File: src/rtl/tlul_csr_pkg.sv
// Shared constants and helpers for the TL-UL CSR access tracker.
// Covers the legal opcodes, the error-pulse bit positions and byte-mask expansion.
package tlul_csr_pkg;

    localparam logic [2:0] PutFullData    = 3'h0;
    localparam logic [2:0] PutPartialData = 3'h1;
    localparam logic [2:0] Get            = 3'h4;

    localparam int unsigned ErrOverflow    = 0;
    localparam int unsigned ErrUnexpectedD = 1;
    localparam int unsigned ErrSrcMismatch = 2;
    localparam int unsigned ErrDError      = 3;
    localparam int unsigned ErrIllegalOp   = 4;
    localparam int unsigned ErrW           = 5;

    // Widest data bus the mask helper supports; callers pad and truncate.
    localparam int unsigned MaxDW    = 256;
    localparam int unsigned MaxMaskW = MaxDW / 8;

    function automatic logic [MaxDW-1:0] expand_mask(input logic [MaxMaskW-1:0] mask);
        logic [MaxDW-1:0] bits;
        bits = '0;
        for (int i = 0; i < MaxMaskW; i++) begin
            bits[8*i +: 8] = {8{mask[i]}};
        end
        return bits;
    endfunction

endpackage

File: src/rtl/csr_req_fifo.sv
// Generic synchronous FIFO with occupancy count.
// A push while full is dropped unless a pop frees the slot in the same cycle.
module csr_req_fifo #(
    parameter int unsigned DEPTH = 4,
    parameter int unsigned WIDTH = 8,
    localparam int unsigned PtrW = $clog2(DEPTH),
    localparam int unsigned CntW = $clog2(DEPTH + 1)
) (
    input  logic             clk_i,
    input  logic             rst_ni,
    input  logic             push_i,
    input  logic [WIDTH-1:0] wdata_i,
    input  logic             pop_i,
    output logic [WIDTH-1:0] rdata_o,
    output logic             full_o,
    output logic             empty_o,
    output logic [CntW-1:0]  count_o
);

    logic [WIDTH-1:0] mem_q [DEPTH];
    logic [PtrW-1:0]  wptr_q, wptr_d, rptr_q, rptr_d;
    logic [CntW-1:0]  count_q, count_d;
    logic             do_push, do_pop;

    assign full_o  = (count_q == CntW'(DEPTH));
    assign empty_o = (count_q == '0);
    assign do_pop  = pop_i & ~empty_o;
    assign do_push = push_i & (~full_o | do_pop);

    always_comb begin
        wptr_d  = wptr_q;
        rptr_d  = rptr_q;
        count_d = count_q + CntW'(do_push) - CntW'(do_pop);
        if (do_push) wptr_d = wptr_q + PtrW'(1);
        if (do_pop)  rptr_d = rptr_q + PtrW'(1);
    end

    always_ff @(posedge clk_i or negedge rst_ni) begin
        if (!rst_ni) begin
            wptr_q  <= '0;
            rptr_q  <= '0;
            count_q <= '0;
        end else begin
            wptr_q  <= wptr_d;
            rptr_q  <= rptr_d;
            count_q <= count_d;
        end
    end

    always_ff @(posedge clk_i) begin
        if (do_push) mem_q[wptr_q] <= wdata_i;
    end

    assign rdata_o = mem_q[rptr_q];
    assign count_o = count_q;

endmodule

File: src/rtl/tlul_csr_access_tracker.sv
// Passive TL-UL observer: pairs A requests with in-order D responses, emits completed-access
// strobes and flags protocol errors and response timeouts.
module tlul_csr_access_tracker
    import tlul_csr_pkg::*;
#(
    parameter int unsigned AW      = 32,
    parameter int unsigned DW      = 32,
    parameter int unsigned SRC_W   = 8,
    parameter int unsigned DEPTH   = 4,
    parameter int unsigned TIMEOUT = 1024,
    localparam int unsigned CntW   = $clog2(DEPTH + 1)
) (
    input  logic             clk_i,
    input  logic             rst_ni,
    input  logic             a_valid_i,
    input  logic             a_ready_i,
    input  logic [2:0]       a_opcode_i,
    input  logic [SRC_W-1:0] a_source_i,
    input  logic [AW-1:0]    a_address_i,
    input  logic [DW-1:0]    a_data_i,
    input  logic [DW/8-1:0]  a_mask_i,
    input  logic             d_valid_i,
    input  logic             d_ready_i,
    input  logic [SRC_W-1:0] d_source_i,
    input  logic [DW-1:0]    d_data_i,
    input  logic             d_error_i,
    output logic             wr_o,
    output logic             rd_o,
    output logic [AW-1:0]    addr_o,
    output logic [DW-1:0]    wdata_o,
    output logic [DW/8-1:0]  wmask_o,
    output logic [DW-1:0]    rdata_o,
    output logic [CntW-1:0]  outstanding_o,
    output logic [ErrW-1:0]  err_pulse_o,
    output logic             err_timeout_o
);

    typedef struct packed {
        logic             is_wr;
        logic [SRC_W-1:0] src;
        logic [AW-1:0]    addr;
        logic [DW-1:0]    data;
        logic [DW/8-1:0]  mask;
    } entry_t;

    localparam int unsigned TW = (TIMEOUT > 0) ? $clog2(TIMEOUT + 1) : 1;

    entry_t          push_entry, head;
    logic            a_hs, d_hs, legal_op, push, fifo_full, fifo_empty, pop, src_ok, complete;
    logic [CntW-1:0] count;

    logic            wr_q, wr_d, rd_q, rd_d, timeout_q, timeout_d;
    logic [AW-1:0]   addr_q, addr_d;
    logic [DW-1:0]   wdata_q, wdata_d, rdata_q, rdata_d;
    logic [DW/8-1:0] wmask_q, wmask_d;
    logic [ErrW-1:0] err_q, err_d;
    logic [TW-1:0]   tcnt_q, tcnt_d;

    assign a_hs     = a_valid_i & a_ready_i;
    assign d_hs     = d_valid_i & d_ready_i;
    assign legal_op = (a_opcode_i == PutFullData) || (a_opcode_i == PutPartialData) ||
                      (a_opcode_i == Get);
    assign push     = a_hs & legal_op;
    // No A-to-D bypass: an empty FIFO at cycle start means the response is unexpected.
    assign pop      = d_hs & ~fifo_empty;
    assign src_ok   = (d_source_i == head.src);
    assign complete = pop & src_ok & ~d_error_i;

    always_comb begin
        push_entry.is_wr = (a_opcode_i != Get);
        push_entry.src   = a_source_i;
        push_entry.addr  = a_address_i;
        push_entry.data  = a_data_i & DW'(expand_mask(MaxMaskW'(a_mask_i)));
        push_entry.mask  = a_mask_i;
    end

    csr_req_fifo #(
        .DEPTH (DEPTH),
        .WIDTH ($bits(entry_t))
    ) u_fifo (
        .clk_i   (clk_i),
        .rst_ni  (rst_ni),
        .push_i  (push),
        .wdata_i (push_entry),
        .pop_i   (pop),
        .rdata_o (head),
        .full_o  (fifo_full),
        .empty_o (fifo_empty),
        .count_o (count)
    );

    always_comb begin
        err_d                 = '0;
        err_d[ErrOverflow]    = push & fifo_full & ~pop;
        err_d[ErrUnexpectedD] = d_hs & fifo_empty;
        err_d[ErrSrcMismatch] = pop & ~src_ok;
        err_d[ErrDError]      = pop & src_ok & d_error_i;
        err_d[ErrIllegalOp]   = a_hs & ~legal_op;

        wr_d    = complete & head.is_wr;
        rd_d    = complete & ~head.is_wr;
        addr_d  = addr_q;
        wdata_d = wdata_q;
        wmask_d = wmask_q;
        rdata_d = rdata_q;
        if (complete) begin
            addr_d  = head.addr;
            wdata_d = head.data;
            wmask_d = head.mask;
            rdata_d = head.is_wr ? '0 : d_data_i;
        end
    end

    always_comb begin
        tcnt_d = tcnt_q;
        if (TIMEOUT == 0 || count == '0 || d_hs) begin
            tcnt_d = '0;
        end else if (tcnt_q != TW'(TIMEOUT)) begin
            tcnt_d = tcnt_q + TW'(1);
        end
        timeout_d = timeout_q | ((TIMEOUT != 0) && (tcnt_d == TW'(TIMEOUT)));
    end

    always_ff @(posedge clk_i or negedge rst_ni) begin
        if (!rst_ni) begin
            wr_q      <= 1'b0;
            rd_q      <= 1'b0;
            addr_q    <= '0;
            wdata_q   <= '0;
            wmask_q   <= '0;
            rdata_q   <= '0;
            err_q     <= '0;
            tcnt_q    <= '0;
            timeout_q <= 1'b0;
        end else begin
            wr_q      <= wr_d;
            rd_q      <= rd_d;
            addr_q    <= addr_d;
            wdata_q   <= wdata_d;
            wmask_q   <= wmask_d;
            rdata_q   <= rdata_d;
            err_q     <= err_d;
            tcnt_q    <= tcnt_d;
            timeout_q <= timeout_d;
        end
    end

    assign wr_o          = wr_q;
    assign rd_o          = rd_q;
    assign addr_o        = addr_q;
    assign wdata_o       = wdata_q;
    assign wmask_o       = wmask_q;
    assign rdata_o       = rdata_q;
    assign err_pulse_o   = err_q;
    assign err_timeout_o = timeout_q;
    assign outstanding_o = count;

endmodule
File: config.mk
export PLATFORM = sky130hd
export DESIGN_NAME = tlul_csr_access_tracker
export DESIGN_NICKNAME = d
export VERILOG_FILES = /design/src/rtl/tlul_csr_pkg.sv /design/src/rtl/csr_req_fifo.sv /design/src/rtl/tlul_csr_access_tracker.sv
export SDC_FILE = /design/constraint.sdc
export NUM_CORES = 1
export LEC_CHECK = 0
export BUFFER_PORTS_ARGS = -buffer_cell sky130_fd_sc_hd__buf_2
export CAP_MARGIN = 0
export CORE_MARGIN = 5
export CORE_UTILIZATION = 50
export CTS_CLUSTER_SIZE = 25
export DETAILED_ROUTE_END_ITERATION = 7
export PLACE_DENSITY = 0.79
export SLEW_MARGIN = 20
export SYNTH_ARGS = -nofsm -noshare
export SYNTH_HDL_FRONTEND = slang
export SYNTH_SLANG_ARGS = --single-unit
File: constraint.sdc
create_clock -name clk_i -period 4.3 [get_ports clk_i]
set_input_delay 0.86 -clock clk_i [delete_from_list [all_inputs] [get_ports clk_i]]
set_output_delay 0.86 -clock clk_i [all_outputs]
set_load 0.05 [all_outputs]
# Word-level counts from Yosys, hierarchy flattened
# Memory sizes are Yosys's and may differ from the RTL's.
# Cells that the tools add are included.
[word_totals] ff_bits=126 latchBits=0 mem_bits_rw=308 mem_bits_ro=0 inputBits=126 output_inout_bits=111 word_cells=61 mem_count=1
[memory_table] name="u_fifo.mem_q" words=4 word_bits=77 read_ports=1 rd_clocked_by_memory_dff=0 write_ports=1 line="csr_req_fifo.sv:20" text="logic [WIDTH-1:0] mem_q [DEPTH];"
[classes] addsub=5 mul=0 div=0 order_cmp=0 n_eq_ne=7 n_shift=0 n_mux=5 bitwise_logic=26 n_reduce_logical=5
[op_table] operator="$and 32x32->32" count=1
[op_table] operator="$mux 32" count=1
[op_table] operator="$mux 11" count=2
[op_table] operator="$and 1x1->1" count=16
[op_table] operator="$add 11x1->11 const B" count=1
[op_table] operator="$eq 11x11->1 const B" count=1
[op_table] operator="$ne 11x11->1 const B" count=1
[op_table] operator="$eq 8x8->1" count=1
[op_table] operator="$not 1->1" count=7
[op_table] operator="$eq 3x3->1 const B" count=2
[op_table] operator="$logic_not 3->1" count=2
[op_table] operator="$add 2x1->2 const B" count=2
[op_table] operator="$add 3x1->3" count=1
[op_table] operator="$eq 3x1->1 const B" count=1
[op_table] operator="$logic_or 1x1->1" count=3
[op_table] operator="$ne 3x3->1 const B" count=1
[op_table] operator="$sub 3x1->3" count=1
[op_table] operator="$mux 1" count=2
[op_table] operator="$or 1x1->1" count=2

# Logic depth before layout (Yosys ltp)
[depth] ltp_word=8 mapped_depth=10 ltp_nobuf=10

# Cells and area by module
# From an unflattened synthesis, not the netlist that was laid out.
[unflattened] cells_unflattened=832 area_unflattened_um2=16811.1
[by_module_without_submodules] mod="csr_req_fifo" instances=1 cells_per_inst=438 area_per_inst_um2=11532.3 seq_area_each_um2=9424.0
[by_module_without_submodules] mod="tlul_csr_access_tracker" instances=1 cells_per_inst=394 area_per_inst_um2=5278.8 seq_area_each_um2=2977.9

# Worst setup path after synthesis
# Ideal clock, no wire load.
[synth_path] path_kind="input -> register" from="in a_opcode_i[0]" to="mem u_fifo.mem_q[0][0] in the netlist's numbering (enable)" setup_time_ns=0.444 arrival_time_ns=3.297 required_ns=3.856 path_slack_ns=0.559 stages=5 path_buffers=1 cell_sequence="a21oi_1 > nand3_1 > nor2b_1 > clkbuf_1 > and2_1"
[synth_via] elab_chain_len=7 elab_cells_between_ends=9 classes_between="eq/ne: 2; mux: 2; bitwise: 2; reduce/logical: 3"
[synth_rtl] element="start: declaration" line="tlul_csr_access_tracker.sv:17" text="input logic [2:0] a_opcode_i,"
[synth_rtl] element="$eq 3x1->1 / $logic_not 3->1 (equally long branches)" line="tlul_csr_access_tracker.sv:61" text="assign legal_op = (a_opcode_i == PutFullData) || (a_opcode_i == PutPartialData) ||"
[synth_rtl] element="$logic_or 1x1->1" line="tlul_csr_access_tracker.sv:61"
[synth_rtl] element="$logic_or 1x1->1 *" line="tlul_csr_access_tracker.sv:61"
[synth_rtl] element="$and 1x1->1 *" line="tlul_csr_access_tracker.sv:63" text="assign push = a_hs & legal_op;"
[synth_rtl] element="$and 1x1->1 *" line="csr_req_fifo.sv:28" text="assign do_push = push_i & (~full_o | do_pop);"
[synth_rtl] element="$mux 1 *" line="csr_req_fifo.sv:51" text="if (do_push) mem_q[wptr_q] <= wdata_i;"
[synth_rtl] element="$mux 1 (not written as such) *" line="csr_req_fifo.sv:51"
[synth_rtl] element="end: declaration" line="csr_req_fifo.sv:20"
# Every way passes the cells marked *; elsewhere a longest branch is shown, timed or not.

# Worst setup path after layout
[layout_path] from="reg u_fifo.rptr_q[0]" to="reg wdata_q[6], in the netlist wdata_o[6]"
[layout_via] elab_chain_len=4
[layout_rtl] element="start: declaration" line="csr_req_fifo.sv:21" text="logic [PtrW-1:0] wptr_q, wptr_d, rptr_q, rptr_d;"
[layout_rtl] element="start signal: assignment" line="csr_req_fifo.sv:45" text="rptr_q <= rptr_d;"
[layout_rtl] element="$mem_v2 4x77 *"
[layout_rtl] element="$eq 8x8->1" line="tlul_csr_access_tracker.sv:66" text="assign src_ok = (d_source_i == head.src);"
[layout_rtl] element="$and 1x1->1 (2 in a row)" line="tlul_csr_access_tracker.sv:67" text="assign complete = pop & src_ok & ~d_error_i;"
[layout_rtl] element="end signal: assignment" line="tlul_csr_access_tracker.sv:139" text="wdata_q <= wdata_d;"
[layout_rtl] element="end: declaration" line="tlul_csr_access_tracker.sv:54" text="logic [DW-1:0] wdata_q, wdata_d, rdata_q, rdata_d;"
# Marked as above.
# A chain may end at the register's enable or synchronous reset.

==> impl.org <==
** Routing
- The routed design has ~35 mm of wire.
- Count of antenna-violating nets left after detailed routing :: 0
- Uppermost layer routed :: met5
- The detailed router placed about 8400 vias in this run.
- In the final routed layout, each cell accounts on average for approximately 22 um.
- The first detailed-routing pass took 5 iterations.
- In this run, the number of DRC markers left after iteration 0 of detailed routing was a little over 400.
- After detailed routing, the wire length on met1 is 14.79 mm.
- Met2 routed WL :: 17.02 mm
- Vias per std cell :: 5.317
- In the routed design, unresolved DRC markers number 0.
- Detailed routing placed a total of approximately 2.3 mm of wire on met3.

** Final layout
- Storage cell area :: approximately 12000 um2
- Most frequent cells in the layout :: sky130_fd_sc_hd__edfxtp_1, sky130_fd_sc_hd__buf_2, sky130_fd_sc_hd__dfrtp_1
- 0 antenna diodes ended up in the layout.
- The finished cells cover roughly 20000 um2.
- The layout has about 2500 filler cells.
- The library cell used most frequently in the layout, excluding fill and tap cells, is sky130_fd_sc_hd__edfxtp_1.
- Of the cells placed in the final design, the portion with a size suffix greater than 1 is 0.4376.
- Relative to the synthesized area, the layout overhead comes to 17.49%.
- In the final design database the tool counted roughly 1200 nets.
- In the final layout, the multi-input gates occupy approximately 4400 um2.

** Placed design
- Total half-perimeter wirelength after legalization and detailed placement :: between 20 and 25 mm
- Buffers placed on the I/O ports in this run total about 240.
- In this run the cell area measured after placement is 18830 um2.
- Routability congestion estimate :: 0.8382
- OpenSTA, run right after detailed placement, puts the worst setup slack at between 1 and 1.5 ns.

** Setup path
- Data arrival time of the critical path :: between 3 and 4 ns
- Worst path max stage delay :: around 0.63 ns
- In this run the worst path has a maximum fanout of between 50 and 60.
- STA classifies the critical path startpoint as a flop.
- In this run the critical register-to-register path is captured at wdata_o[6]$_DFFE_PN0P_.
- STA classifies the critical path endpoint as a flop.
- Timing startpoint of the critical path :: u_fifo.rptr_q[0]$_DFFE_PN0P_
- Critical path, cell by cell :: mux4_1, xnor2_1, nand4_1, nor4_4, buf_12, mux2_4
- In this run the register-to-register setup slack is around 1.3 ns.
- By startpoint and endpoint, the worst setup path is classified as flop to flop.
- Measured in cells, the most critical reg-to-reg path has a length of 6.
- Startpoint of the worst register-to-register path :: u_fifo.rptr_q[0]$_DFFE_PN0P_
- CP endpoint :: wdata_o[6]$_DFFE_PN0P_
- For the worst setup path, the data required time is about 4.7 ns.
- Critical path's slowest cell :: sky130_fd_sc_hd__dfrtp_4

** Power and ir drop
- Power Total :: about 0.011 W
- Summed over all cells, the static leakage comes to between 8 and 9 nW.
- IR analysis of the VDD net gives a maximum drop of between 300 and 400 uV.
- Pwr dens :: between 500 and 600 nW/um2

** STA
- The number of hold violations in the final report is 0.
- Of the available clock period, the critical path in the final layout requires 0.6971.
- Measured slew at the worst slew-check pin :: a little under 1 ns
- Setup repair after global routing left no endpoint under its margin.
- Highest attainable clock frequency :: between 300 and 400 MHz
- Final critical path time including I/O delays and setup :: ~3 ns
- Setup violations remaining at the end of the flow were counted as 0.
- In this run the tightest slew margin relative to its limit is 0.3403.
- The count of final max-slew check failures was 0.
- For the final routed database, the setup TNS stands at 0 ns.
- Final WS setup :: 1.303 ns
- Worst clock skew :: ~0.019 ns

** Synthesis
- Proportion of synthesized flip-flops having asynchronous set or reset :: 0.2903
- A synthesized cell averages 20.54 um2.
- Yosys reg bits :: ~430
- When the netlist entered floorplanning its net count stood at about 970.
- Most used flip-flop cell after synthesis :: sky130_fd_sc_hd__edfxtp_1
- In this run, synthesis inferred slightly above 300 flip-flops with an integrated enable.
- The share of the Yosys chip area taken by registers is 0.7213.
- Cell area after technology mapping :: between 15000 and 20000 um2
- During synthesis, Yosys emitted a total of 0 warnings.
- Synth unique cells :: 44
- Synthesis handed over a netlist of around 840 instances.

** Clock network
- Hold buffer count at cts :: 0
- Clock buffers created by TritonCTS :: 43
- The clock reaches the later pin of the worst-skew pair after 0.54 ns.
- TritonCTS clock tree :: yes
- Total number of H-tree levels :: 2
- Post-CTS setup buffers :: 0
- Clock-pin slew was measured on the worst setup and hold paths at 0.06 ns.
- Post-CTS repair changed the size of 0 cells.
- The clock drives 434 sinks.
- CTS root buf :: sky130_fd_sc_hd__clkbuf_16
- Buffers from clock root to sink, at most :: 3

** Floorplanning
- Die area :: roughly 38000 um2
- The die is approximately 200 um wide.
- The floorplan has between 60 and 70 rows.
- Area inside the core boundary :: between 30000 and 40000 um2
- Pin placement for this block handled 237 I/O pins.
- Die Span Y :: 195.4 um
- Initial Utilization :: 0.5015

** Worst hold path
- The min-delay analysis places its worst path in the category primary input to async pin.

** Global route
- First-pass GRT wire length :: around 54 mm
- Initial antenna violation count :: 3
- Vias in the first global route :: about 9000
- Entering global routing, the biggest net connects slightly below 70 pins.
- In the global route stage, overall resource usage came out at 0.1825.
- Total overflow reported by the global router :: 0

** Flow run
- Across the run, the number of max-cap violations was 0.

** Outcome
- The run finished with clean final reports.
-- power by group --
group,total (W),internal [W],switching (W)
registers,0.00497,0.00476,0.000205
clock network,0.00362,0.00212,0.00150
logic,0.00236,0.00106,0.00131
total,0.0109,0.00793,0.00301
-- synth_stat cells (2+ instances only) --
cell type / count / area, um2
sky130_fd_sc_hd__clkbuf_1: 22 / 82.58
sky130_fd_sc_hd__nor2_1: 19 / 71.32
sky130_fd_sc_hd__buf_12: 10 / 200.2
sky130_fd_sc_hd__mux4_1: 3 / 78.83
sky130_fd_sc_hd__mux4_2: 74 / 1667
sky130_fd_sc_hd__a21oi_1: 4 / 20.02
sky130_fd_sc_hd__buf_6: 3 / 33.78
sky130_fd_sc_hd__and2_1: 37 / 231.5
sky130_fd_sc_hd__mux2_4: 100 / 1501
sky130_fd_sc_hd__edfxtp_1: 308 / 9249
sky130_fd_sc_hd__and3_1: 4 / 25.02
sky130_fd_sc_hd__xor2_1: 2 / 17.52
sky130_fd_sc_hd__nand4_1: 4 / 25.02
sky130_fd_sc_hd__ha_1: 8 / 100.1
sky130_fd_sc_hd__nand3_1: 7 / 35.03
sky130_fd_sc_hd__nor2b_1: 35 / 219.0
sky130_fd_sc_hd__inv_1: 10 / 37.54
sky130_fd_sc_hd__nand2_1: 10 / 37.54
sky130_fd_sc_hd__o31ai_1: 2 / 15.01
sky130_fd_sc_hd__dfrtp_1: 126 / 3153
sky130_fd_sc_hd__o21ai_0: 2 / 10.01
sky130_fd_sc_hd__xnor2_1: 21 / 183.9
sky130_fd_sc_hd__nor3_1: 5 / 25.02
-- area by class of cell --
class / instances / area share
Tap cell: 455 / 0.02818
Sequential cell: 434 / 0.6143
Timing Repair Buffer: 251 / 0.06745
Inverter: 11 / 0.002044
Clock buffer: 59 / 0.05871
Clock inverter: 19 / 0.009352
Multi-Input combinational cell: 355 / 0.2200
-- logic make-up after synthesis --
kind of cell    share of synthesized area
xor+xnor                          0.01172
mux                                0.1888
compound gates                   0.006477
simple gates                      0.04279
fa+ha+maj                        0.007568
flops                              0.7213
buf+inv                           0.02132
-- per-layer routing --
layer  track usage  vias up
li1              -     3768
met1        0.2524     4307
met2        0.2997      283
met3       0.04037       58
met4       0.04500        6
met5             0        -
-- how the worst min path moves through the flow --
stage	from	end	slack, ns	cells past startpoint
after global placement	err_timeout_o$_DFF_PN0_	err_timeout_o$_DFF_PN0_	0.46	1
after detailed placement	err_timeout_o$_DFF_PN0_	err_timeout_o$_DFF_PN0_	0.47	1
final	rst_ni	addr_o[2]$_DFFE_PN0P_	0.33	1
after global routing	rst_ni	addr_o[2]$_DFFE_PN0P_	0.37	1
after CTS	rst_ni	addr_o[4]$_DFFE_PN0P_	0.33	1
after floorplan	tcnt_q[10]$_DFF_PN0_	tcnt_q[10]$_DFF_PN0_	0.53	2
-- worst max-delay path: cells and delay by family, from the launching register on --
| kind | cells | cell delay (ns) |
|---|---|---|
| simple gates | 2 | 0.59 |
| mux | 2 | 0.96 |
| buf+inv | 1 | 0.38 |
| xor+xnor | 1 | 0.18 |
| flops | 1 | 0.63 |
-- per-stage QoR --
step / util / hold WS (ns) / std cells
after detailed placement: 0.5491 / 0.4675 / 1506
after global routing: 0.5892 / 0.3653 / 1584
after global placement: 0.5491 / 0.4611 / 1506
after CTS: 0.5892 / 0.3323 / 1584
after floorplan: - / 0.5317 / 837
final: 0.5892 / 0.3251 / 1584
-- state kept, by name, summed over array words and instances, names as in the netlist --
signal,flops
err_timeout_o,1
u_fifo.wptr_q,2
rdata_o,32
rd_o,1
u_fifo.count_o,3
addr_o,32
u_fifo.rptr_q,2
u_fifo.mem_q,308
tcnt_q,11
err_pulse_o,5
wdata_o,32
wmask_o,4
wr_o,1
Power figures use the tool's default switching activity.
